<file path="src/rtl/rr_port_arbiter4_pkg.sv">
// Shared definitions for the 4-way round-robin port arbiter:
// state encoding, requester count, select and tenure widths.
package rr_port_arbiter4_pkg;

  localparam int NREQ  = 4;
  localparam int SEL_W = 2;
  localparam int TEN_W = 8;

  typedef enum logic {
    ARB_IDLE  = 1'b0,
    ARB_OWNED = 1'b1
  } arb_state_t;

  // One-hot grant vector for a requester index.
  function automatic logic [NREQ-1:0] sel_to_onehot(input logic [SEL_W-1:0] sel);
    return NREQ'(1) << sel;
  endfunction

endpackage

</file>
<file path="src/rtl/rr_port_arbiter4_if.sv">
// Requester-side bundle of the shared port: request levels, the four
// requester words, and the registered grant / select / data returned.
interface rr_port_arbiter4_if #(
  parameter int Nbit = 12
);
  import rr_port_arbiter4_pkg::*;

  logic [NREQ-1:0]  req;
  logic [Nbit-1:0]  data1;
  logic [Nbit-1:0]  data2;
  logic [Nbit-1:0]  data3;
  logic [Nbit-1:0]  data4;
  logic [NREQ-1:0]  gnt;
  logic [SEL_W-1:0] mux_sel;
  logic             busy;
  logic [Nbit-1:0]  Data_out;

  modport master (
    output req, data1, data2, data3, data4,
    input  gnt, mux_sel, busy, Data_out
  );

  modport slave (
    input  req, data1, data2, data3, data4,
    output gnt, mux_sel, busy, Data_out
  );

endinterface

</file>
<file path="src/rtl/rr_port_arbiter4_mux.sv">
// mux4to1: plain 4:1 word multiplexer driving the shared-port data.
module mux4to1 #(
  parameter int Nbit = 12
) (
  input  logic [1:0]      sel,
  input  logic [Nbit-1:0] d0,
  input  logic [Nbit-1:0] d1,
  input  logic [Nbit-1:0] d2,
  input  logic [Nbit-1:0] d3,
  output logic [Nbit-1:0] y
);

  // Select the word of the indexed requester.
  always_comb begin
    case (sel)
      2'd0:    y = d0;
      2'd1:    y = d1;
      2'd2:    y = d2;
      default: y = d3;
    endcase
  end

endmodule

</file>
<file path="src/rtl/rr_port_arbiter4_pick.sv">
// rr_pick4: combinational round-robin search. Scans last+1, last+2,
// last+3, last (mod 4) and reports the first requester found.
module rr_pick4
  import rr_port_arbiter4_pkg::*;
(
  input  logic [NREQ-1:0]  req,
  input  logic [SEL_W-1:0] last,
  output logic             any,
  output logic [SEL_W-1:0] winner
);

  // Search from the farthest position inward so the nearest requester after last wins.
  always_comb begin
    any    = |req;
    winner = last;
    for (int k = NREQ; k >= 1; k--) begin
      if (req[last + SEL_W'(k)]) winner = last + SEL_W'(k);
    end
  end

endmodule

</file>
<file path="src/rtl/rr_port_arbiter4.sv">
// rr_port_arbiter4: round-robin arbiter for one shared Nbit port among
// four requesters. Registered one-hot grant, registered mux select,
// combinational data return. Optional macro ARB_TIMEOUT_EN limits an
// owner to MAX_HOLD consecutive cycles while another requester waits.
module rr_port_arbiter4
  import rr_port_arbiter4_pkg::*;
#(
  parameter int Nbit     = 12,
  parameter int MAX_HOLD = 8
) (
  input  logic               clk,
  input  logic               reset,
  rr_port_arbiter4_if.slave  bus
);

  if (MAX_HOLD < 2 || MAX_HOLD > 255) begin : g_bad_max_hold
    $error("rr_port_arbiter4: MAX_HOLD must be within 2..255");
  end

  arb_state_t       state_p1, state_p0;
  logic [NREQ-1:0]  gnt_p1,   gnt_p0;
  logic [SEL_W-1:0] sel_p1,   sel_p0;
  logic [SEL_W-1:0] last_p1,  last_p0;
  logic             any;
  logic [SEL_W-1:0] winner;
  logic             owner_held;
  logic             do_grant;
  logic [NREQ-1:0]  cand;
`ifdef ARB_TIMEOUT_EN
  logic [TEN_W-1:0] tenure_p1, tenure_p0;
`endif

  // The current owner is masked out so a handover or forced rotation
  // always lands on a different requester; in IDLE gnt is zero.
  assign cand = bus.req & ~gnt_p1;

  rr_pick4 u_pick (
    .req    (cand),
    .last   (last_p1),
    .any    (any),
    .winner (winner)
  );

  // Next grant, select, pointer and tenure from the sampled requests.
  always_comb begin
    state_p0   = state_p1;
    gnt_p0     = gnt_p1;
    sel_p0     = sel_p1;
    last_p0    = last_p1;
    do_grant   = 1'b0;
    owner_held = |(bus.req & gnt_p1);
`ifdef ARB_TIMEOUT_EN
    tenure_p0  = tenure_p1;
`endif
    case (state_p1)
      ARB_IDLE: begin
        if (any) do_grant = 1'b1;
      end
      ARB_OWNED: begin
        if (owner_held) begin
`ifdef ARB_TIMEOUT_EN
          if (tenure_p1 == TEN_W'(MAX_HOLD - 1) && any) begin
            do_grant = 1'b1;
          end else if (tenure_p1 != {TEN_W{1'b1}}) begin
            tenure_p0 = tenure_p1 + TEN_W'(1);
          end
`endif
        end else if (any) begin
          do_grant = 1'b1;
        end else begin
          state_p0 = ARB_IDLE;
          gnt_p0   = '0;
        end
      end
      default: begin
        state_p0 = ARB_IDLE;
        gnt_p0   = '0;
      end
    endcase
    if (do_grant) begin
      state_p0 = ARB_OWNED;
      gnt_p0   = sel_to_onehot(winner);
      sel_p0   = winner;
      last_p0  = winner;
`ifdef ARB_TIMEOUT_EN
      tenure_p0 = '0;
`endif
    end
  end

  // Arbitration state register; pointer resets to 3 so requester 0 leads.
  always_ff @(posedge clk or posedge reset) begin
    if (reset) begin
      state_p1 <= ARB_IDLE;
      gnt_p1   <= '0;
      sel_p1   <= '0;
      last_p1  <= SEL_W'(NREQ - 1);
`ifdef ARB_TIMEOUT_EN
      tenure_p1 <= '0;
`endif
    end else begin
      state_p1 <= state_p0;
      gnt_p1   <= gnt_p0;
      sel_p1   <= sel_p0;
      last_p1  <= last_p0;
`ifdef ARB_TIMEOUT_EN
      tenure_p1 <= tenure_p0;
`endif
    end
  end

  mux4to1 #(.Nbit(Nbit)) u_mux (
    .sel (sel_p1),
    .d0  (bus.data1),
    .d1  (bus.data2),
    .d2  (bus.data3),
    .d3  (bus.data4),
    .y   (bus.Data_out)
  );

  assign bus.gnt     = gnt_p1;
  assign bus.mux_sel = sel_p1;
  assign bus.busy    = |gnt_p1;

endmodule

</file>
<file path="src/flat_wrapper.sv">
// flat-port wrapper written by rule: the top's interface ports become plain ports
module rr_port_arbiter4_flat import rr_port_arbiter4_pkg::*;
#(
  parameter int Nbit     = 12,
  parameter int MAX_HOLD = 8
)
  (clk, reset, bus_req, bus_data1, bus_data2, bus_data3, bus_data4, bus_gnt, bus_mux_sel, bus_busy, bus_Data_out);
  rr_port_arbiter4_if #(.Nbit(Nbit)) bus_i ();
  input  logic clk;
  input  logic reset;
  input wire logic [$bits(bus_i.req)-1:0] bus_req;
  input wire logic [$bits(bus_i.data1)-1:0] bus_data1;
  input wire logic [$bits(bus_i.data2)-1:0] bus_data2;
  input wire logic [$bits(bus_i.data3)-1:0] bus_data3;
  input wire logic [$bits(bus_i.data4)-1:0] bus_data4;
  output wire logic [$bits(bus_i.gnt)-1:0] bus_gnt;
  output wire logic [$bits(bus_i.mux_sel)-1:0] bus_mux_sel;
  output wire logic [$bits(bus_i.busy)-1:0] bus_busy;
  output wire logic [$bits(bus_i.Data_out)-1:0] bus_Data_out;
  assign bus_i.req = bus_req;
  assign bus_i.data1 = bus_data1;
  assign bus_i.data2 = bus_data2;
  assign bus_i.data3 = bus_data3;
  assign bus_i.data4 = bus_data4;
  assign bus_gnt = bus_i.gnt;
  assign bus_mux_sel = bus_i.mux_sel;
  assign bus_busy = bus_i.busy;
  assign bus_Data_out = bus_i.Data_out;
  rr_port_arbiter4 #(.Nbit(Nbit), .MAX_HOLD(MAX_HOLD)) u_core (.clk(clk), .reset(reset), .bus(bus_i));
endmodule
</file>
<file path="config.mk">
export PLATFORM = sky130hd
export DESIGN_NAME = rr_port_arbiter4_flat
export DESIGN_NICKNAME = d
export VERILOG_FILES = /design/src/rtl/rr_port_arbiter4_pkg.sv /design/src/rtl/rr_port_arbiter4_if.sv /design/src/rtl/rr_port_arbiter4_mux.sv /design/src/rtl/rr_port_arbiter4_pick.sv /design/src/rtl/rr_port_arbiter4.sv /design/src/flat_wrapper.sv
export SDC_FILE = /design/constraint.sdc
export NUM_CORES = 1
export LEC_CHECK = 0
export CORE_AREA = 2 2 67 43
export DETAILED_ROUTE_END_ITERATION = 10
export DIE_AREA = 0 0 69 45
export PLACE_DENSITY = 0.84
export REMOVE_ABC_BUFFERS = 1
export SETUP_SLACK_MARGIN = 0.02
export SLEW_MARGIN = 5
export SYNTH_ARGS = -nofsm -noshare
export SYNTH_HDL_FRONTEND = slang
export SYNTH_SLANG_ARGS = --single-unit
</file>
<file path="constraint.sdc">
create_clock -name clk -period 2.71 [get_ports clk]
set_input_delay 0.542 -clock clk [delete_from_list [all_inputs] [get_ports clk]]
set_output_delay 0.542 -clock clk [all_outputs]
set_load 0.02 [all_outputs]
</file>
## After elaboration in Yosys (flattened, before gate mapping)

Cells that the tools add are included.

- Output and inout port bits: 19
- Bits in registers: 9
- Input port bits: 54

- Add/subtract/negate cells: 3
- Order comparisons: 3
- Bitwise operators: 4
- Reduce and logical (&&, ||, !) cells: 6
- Equality and inequality tests: 4
- Shift-type cells: 1
- Multiplexer cells: 20

Operators by type and width:

| cell | count |
|---|---|
| 12-bit case mux with 3 select lines | 1 |
| 4-bit 2-to-1 mux | 4 |
| 4-bit OR reduction | 3 |
| 2-bit by 3-bit < comparator with 1-bit output (second input constant) | 3 |
| 4-bit AND | 2 |
| 1-bit 2-to-1 mux | 8 |
| 1-bit binary-select mux with 2-bit select | 3 |
| 2-bit 2-to-1 mux | 3 |
| 2-bit adder (second input constant) | 2 |
| 2-bit inequality test (second input constant) | 2 |
| 4-bit NOT | 1 |
| 1-bit by 2-bit left shift with 4-bit output (first input constant) | 1 |
| 3-bit AND reduction | 1 |
| 2-bit by 1-bit adder with 2-bit output (second input constant) | 1 |
| 2-bit by 1-bit equality test with 1-bit output (second input constant) | 1 |
| 2-bit equality test (second input constant) | 1 |
| 2-bit logical NOT | 1 |
| 1-bit case mux with 2 select lines | 1 |
| 2-bit nonzero test | 1 |
| 1-bit NOT | 1 |

## Longest topological paths before layout

Gate-level depths: netlist of run 1.

- Depth in word-level cells: 9
- Depth in mapped cells: 6
- Gate-level depth less buffers: 5

## Hierarchy

From an unflattened synthesis of run 1, not the netlist that was laid out.

- Cells, all modules: 75
- Area total of the unflattened synthesis: 889.6 um2

By module, submodules not included:

| module | cells each | sequential area each (um2) | times used | area an instance (um2) |
|---|---|---|---|---|
| rr_port_arbiter4 | 47 | 227.7 | 1 | 513.0 |
| mux4to1 | 14 | 0.0 | 1 | 294.0 |
| rr_pick4 | 14 | 0.0 | 1 | 82.6 |

## Least setup slack after synthesis of run 1

No wires, ideal clock.

- Path type: register to output
- Start point: reg u_core.sel_p1[0] (netlist: u_core.bus.mux_sel[0])
- End point: out bus_Data_out[10]
- Arrival time: 1.390 ns
- Path buffers: 1
- Setup slack: 0.778 ns
- Stages on the path, launching flop included: 3
- Cell sequence: dfrtp_1 > buf_4 > mux4_2

- Longest elaborated chain between the ends: 2
- Elaborated cells on any way between the ends: 4
- Those cells by class: eq/ne (2); mux (1); reduce/logical (1)

RTL lines:

| element | RTL line | RTL |
|---|---|---|
| start: declaration | rr_port_arbiter4.sv:22 | `logic [SEL_W-1:0] sel_p1, sel_p0;` |
| start signal: assignment | rr_port_arbiter4.sv:104 | `sel_p1 <= sel_p0;` |
| 2-bit equality test, or another cell as far along | rr_port_arbiter4_mux.sv:15 | `case (sel)` |
| 12-bit case mux with 3 select lines (*) | rr_port_arbiter4_mux.sv:15 |  |
| end: declaration | flat_wrapper.sv:19 | `output wire logic [$bits(bus_i.Data_out)-1:0] bus_Data_out;` |

Mark *: on every way between the ends. The rest lies on a longest branch, timed or not.

## Worst setup path after layout of run 1

- Start point: in bus_data4[0]
- End point: out bus_Data_out[0]

- Longest elaborated chain between the ends: 1

RTL lines:

| element | RTL line | RTL |
|---|---|---|
| start: declaration | flat_wrapper.sv:15 | `input wire logic [$bits(bus_i.data4)-1:0] bus_data4;` |
| 12-bit case mux with 3 select lines | rr_port_arbiter4_mux.sv:15 |  |

No other way between the ends.

==> results.yml, run 1 <==
setup_path:
  path_max_fanout: 1
  arrival_ns: 1.98
  path_class: "in2out"
  end_kind: "output port"
  cp_slowest_cell: "clkdlybuf4s50_1"
  cpMostUsedCell: "clkdlybuf4s50_1"
  slowest_delay_ns: 0.56
  rr_worst_depth: 4
  path_cells: "clkdlybuf4s50_1, mux4_2, clkdlybuf4s50_1"
  critical_path_required_ns: 2.17
  cp_num_cells: 3
  critPathBufInv: 2
  path_delay_family: "buffers and inverters"
  worstSetupStartpointType: "primary input"
global_route:
  gr-usage-all-layers_pct: 18.5
  grt_pass1_wl_um: 4350
  grt_max_degree: 10
  grt_pass1_vias: 883
  antenna_found_initial: 0
  grt_overflow: 0
cts:
  cts_num_sinks: 9
  path_clk_slew_ns: 0.04
  cts_tree: "built"
  htreeDepth: 1
  cts_buffers: 3
  cts-resized-gates: 0
  clk_latency_ns: 0.23
  root_buffer: "clkbuf_8"
  cts.hold.buffers_added: 0
  clock_path_buffers: 2
  post_cts_buffers: 0
final_layout:
  diodes: 0
  fin_area_mm2: 0.00160
  stdcell_count: 171
  drive_gt1_share_pct: 18.0
  nets: 194
  layout_commonest_cell: "clkdlybuf4s50_1"
  final_cell_mix: "72 x clkdlybuf4s50_1, 12 x mux4_2, 7 x dfrtp_1"
  area_delta_synth_final_pct: 102
  postLayoutCoreUtil_pct: 65.1
routing:
  first_pass_iters: 4
  drc_errors: 0
  via_per_inst: 5.11
  via_count: 874
  wl_um: 2910
  ant_nets: 0
  dr.first_iter.drc_count: 38
  routedWlPerCell_um: 17.0
yosys:
  synth_warnings: 0
  synth_area_leaders: "mux4_2 34%, dfrtp_1 22%, dfstp_2 6.6%"
  syn_inst: 63
  yosysUniqueCellTypes: 29
  synth.avg_cell_area_um2: 12.6
  synth_area_um2: 792
  ys_seq_area_share_pct: 28.8
  synth_top_cell_by_area: "mux4_2"
  synth_top_cell_area_share_pct: 34.1
  ys_ff_latch: 9
timing:
  slew_violations: 0
  min_period_ns: 2.52
  timing.final.crit_share_pct: 93.1
  fin_tns_setup_ns: 0
  fmax_ghz: 0.396
  maxSlewHeadroom_pct: 64.8
  finalHoldViolCount: 0
  rsz0062_at_grt: "false"
  worst_pin_slew_ns: 0.526
  setup-violations-final: 0
  fin_worst_skew_ns: 0.00171
placement:
  dp_cells: 167
  gp_routability_congestion: 0.762
  hpwl_um: 2500
  dpl_cell_area_mm2: 0.00155
  io_buffer_count: 72
run_status:
  outcome: "completed"
run:
  maxCapViolCount: 0
hold_path:
  worstHoldPathCells: 2
  hold_path_class: "reg2reg"
power_and_ir_drop:
  power-per-cell-area_mw_per_mm2: 996
  leakagePower_nw: 0.611
  ir_drop_v: 0.000509
floorplan:
  die_h_um: 45
  start_util_pct: 32.3
  die_width_um: 69
  core_area_mm2: 0.00245
  die_area_mm2: 0.00311
  num_rows: 14
  io_pins: 73
synthesized netlist by cell type:
library cell  instances
nand2b_1              3
dfrtp_1               7
o21ai_2               1
mux2_4                2
o211ai_1              1
dfstp_2               2
nand3_1               1
and2_1                1
o21bai_1              1
buf_6                 1
a2bb2oi_1             1
a32o_1                2
nand4_1               1
a22o_1                2
mux4_2               12
a211oi_1              1
nand2b_4              2
a31oi_1               1
buf_4                 1
or2b_1                1
nor2b_1               1
nor2_1                1
buf_2                 1
or4_1                 1
inv_1                 5
o21ai_0               4
nor3b_1               1
o21ai_1               2
nand2_1               3
power by group:
group	internal, mW	total, mW	switching [mW]
logic	0.642	1.15	0.509
registers	0.206	0.287	0.0816
clock network	0.102	0.151	0.0493
kinds of logic (layout without fill, tap and decap cells):
group / count (synthesis) / in the layout / share of synthesized area (%)
mux: 14 / 14 / 37.9
flops: 9 / 9 / 28.8
compound gates: 16 / 16 / 14.4
simple gates: 16 / 16 / 13.6
buf+inv: 8 / 84 / 5.37
cell type report:
cell class                 count  area [um2]
clock buffer                   4        45.0
fill                         206         856
sequential                     9         228
multi-input combinational     46         522
timing repair buffer          75         743
inverter                       5        18.8
tap                           32        40.0
worst min-delay path, cell delays in order (launching register included):
cell      delay, ns
dfrtp_1        0.35
o21ai_2        0.07
nand2b_1       0.06
flip-flops by register name, indices dropped and copies added, names as in the netlist:
register,cells
u_core.bus.mux_sel,2
u_core.state_p1,1
u_core.bus.gnt,4
u_core.last_p1,2
through the flow:
stage / total power, mW / setup slack [ns] / hold WS, ns
final: 1.59 / 0.188 / 0.520
after global placement: 1.41 / 0.197 / 0.502
after detailed placement: 1.44 / 0.189 / 0.498
after global routing: 1.68 / 0.157 / 0.574
after floorplan: 0.947 / 0.681 / 0.368
after CTS: 1.60 / 0.171 / 0.518
routing by layer:
metal	vias up	part of all wire [%]	track usage (%)
li1	405	-	-
met5	-	0	0
met4	0	2.5	9.41
met1	440	40	23.5
met2	20	56	32.5
met3	9	1.9	2.23
path summary, 6_finish.rpt:
path / slack, ns / startpoint / end
min in group asynchronous: 0.59 / reset / u_core.bus.mux_sel[1]
setup reg to reg: 1.07 / u_core.bus.gnt[3] / u_core.bus.mux_sel[0]
hold reg to reg: 0.52 / u_core.state_p1 / u_core.state_p1
max in group asynchronous: 1.83 / reset / u_core.last_p1[1]
hold / removal: 0.52 / u_core.state_p1 / u_core.state_p1
setup / recovery: 0.19 / bus_data4[0] / bus_Data_out[0]
Power figures use the tool's default switching activity.
==> run 2: changes to the inputs <==
--- a/config.mk
+++ b/config.mk
@@ -8,6 +8,7 @@
 export CORE_AREA = 2 2 67 43
 export DETAILED_ROUTE_END_ITERATION = 10
 export DIE_AREA = 0 0 69 45
+export MAX_ROUTING_LAYER = met4
 export PLACE_DENSITY = 0.84
 export REMOVE_ABC_BUFFERS = 1
 export SETUP_SLACK_MARGIN = 0.02
==> results of run 2 <==
Final layout, timing and power as in run 1 (identical DEF).
Among the figures that moved: final weighted congestion in routability-driven placement 0.762 -> 0.772; overall routing resource usage 18.5% -> 19.1%
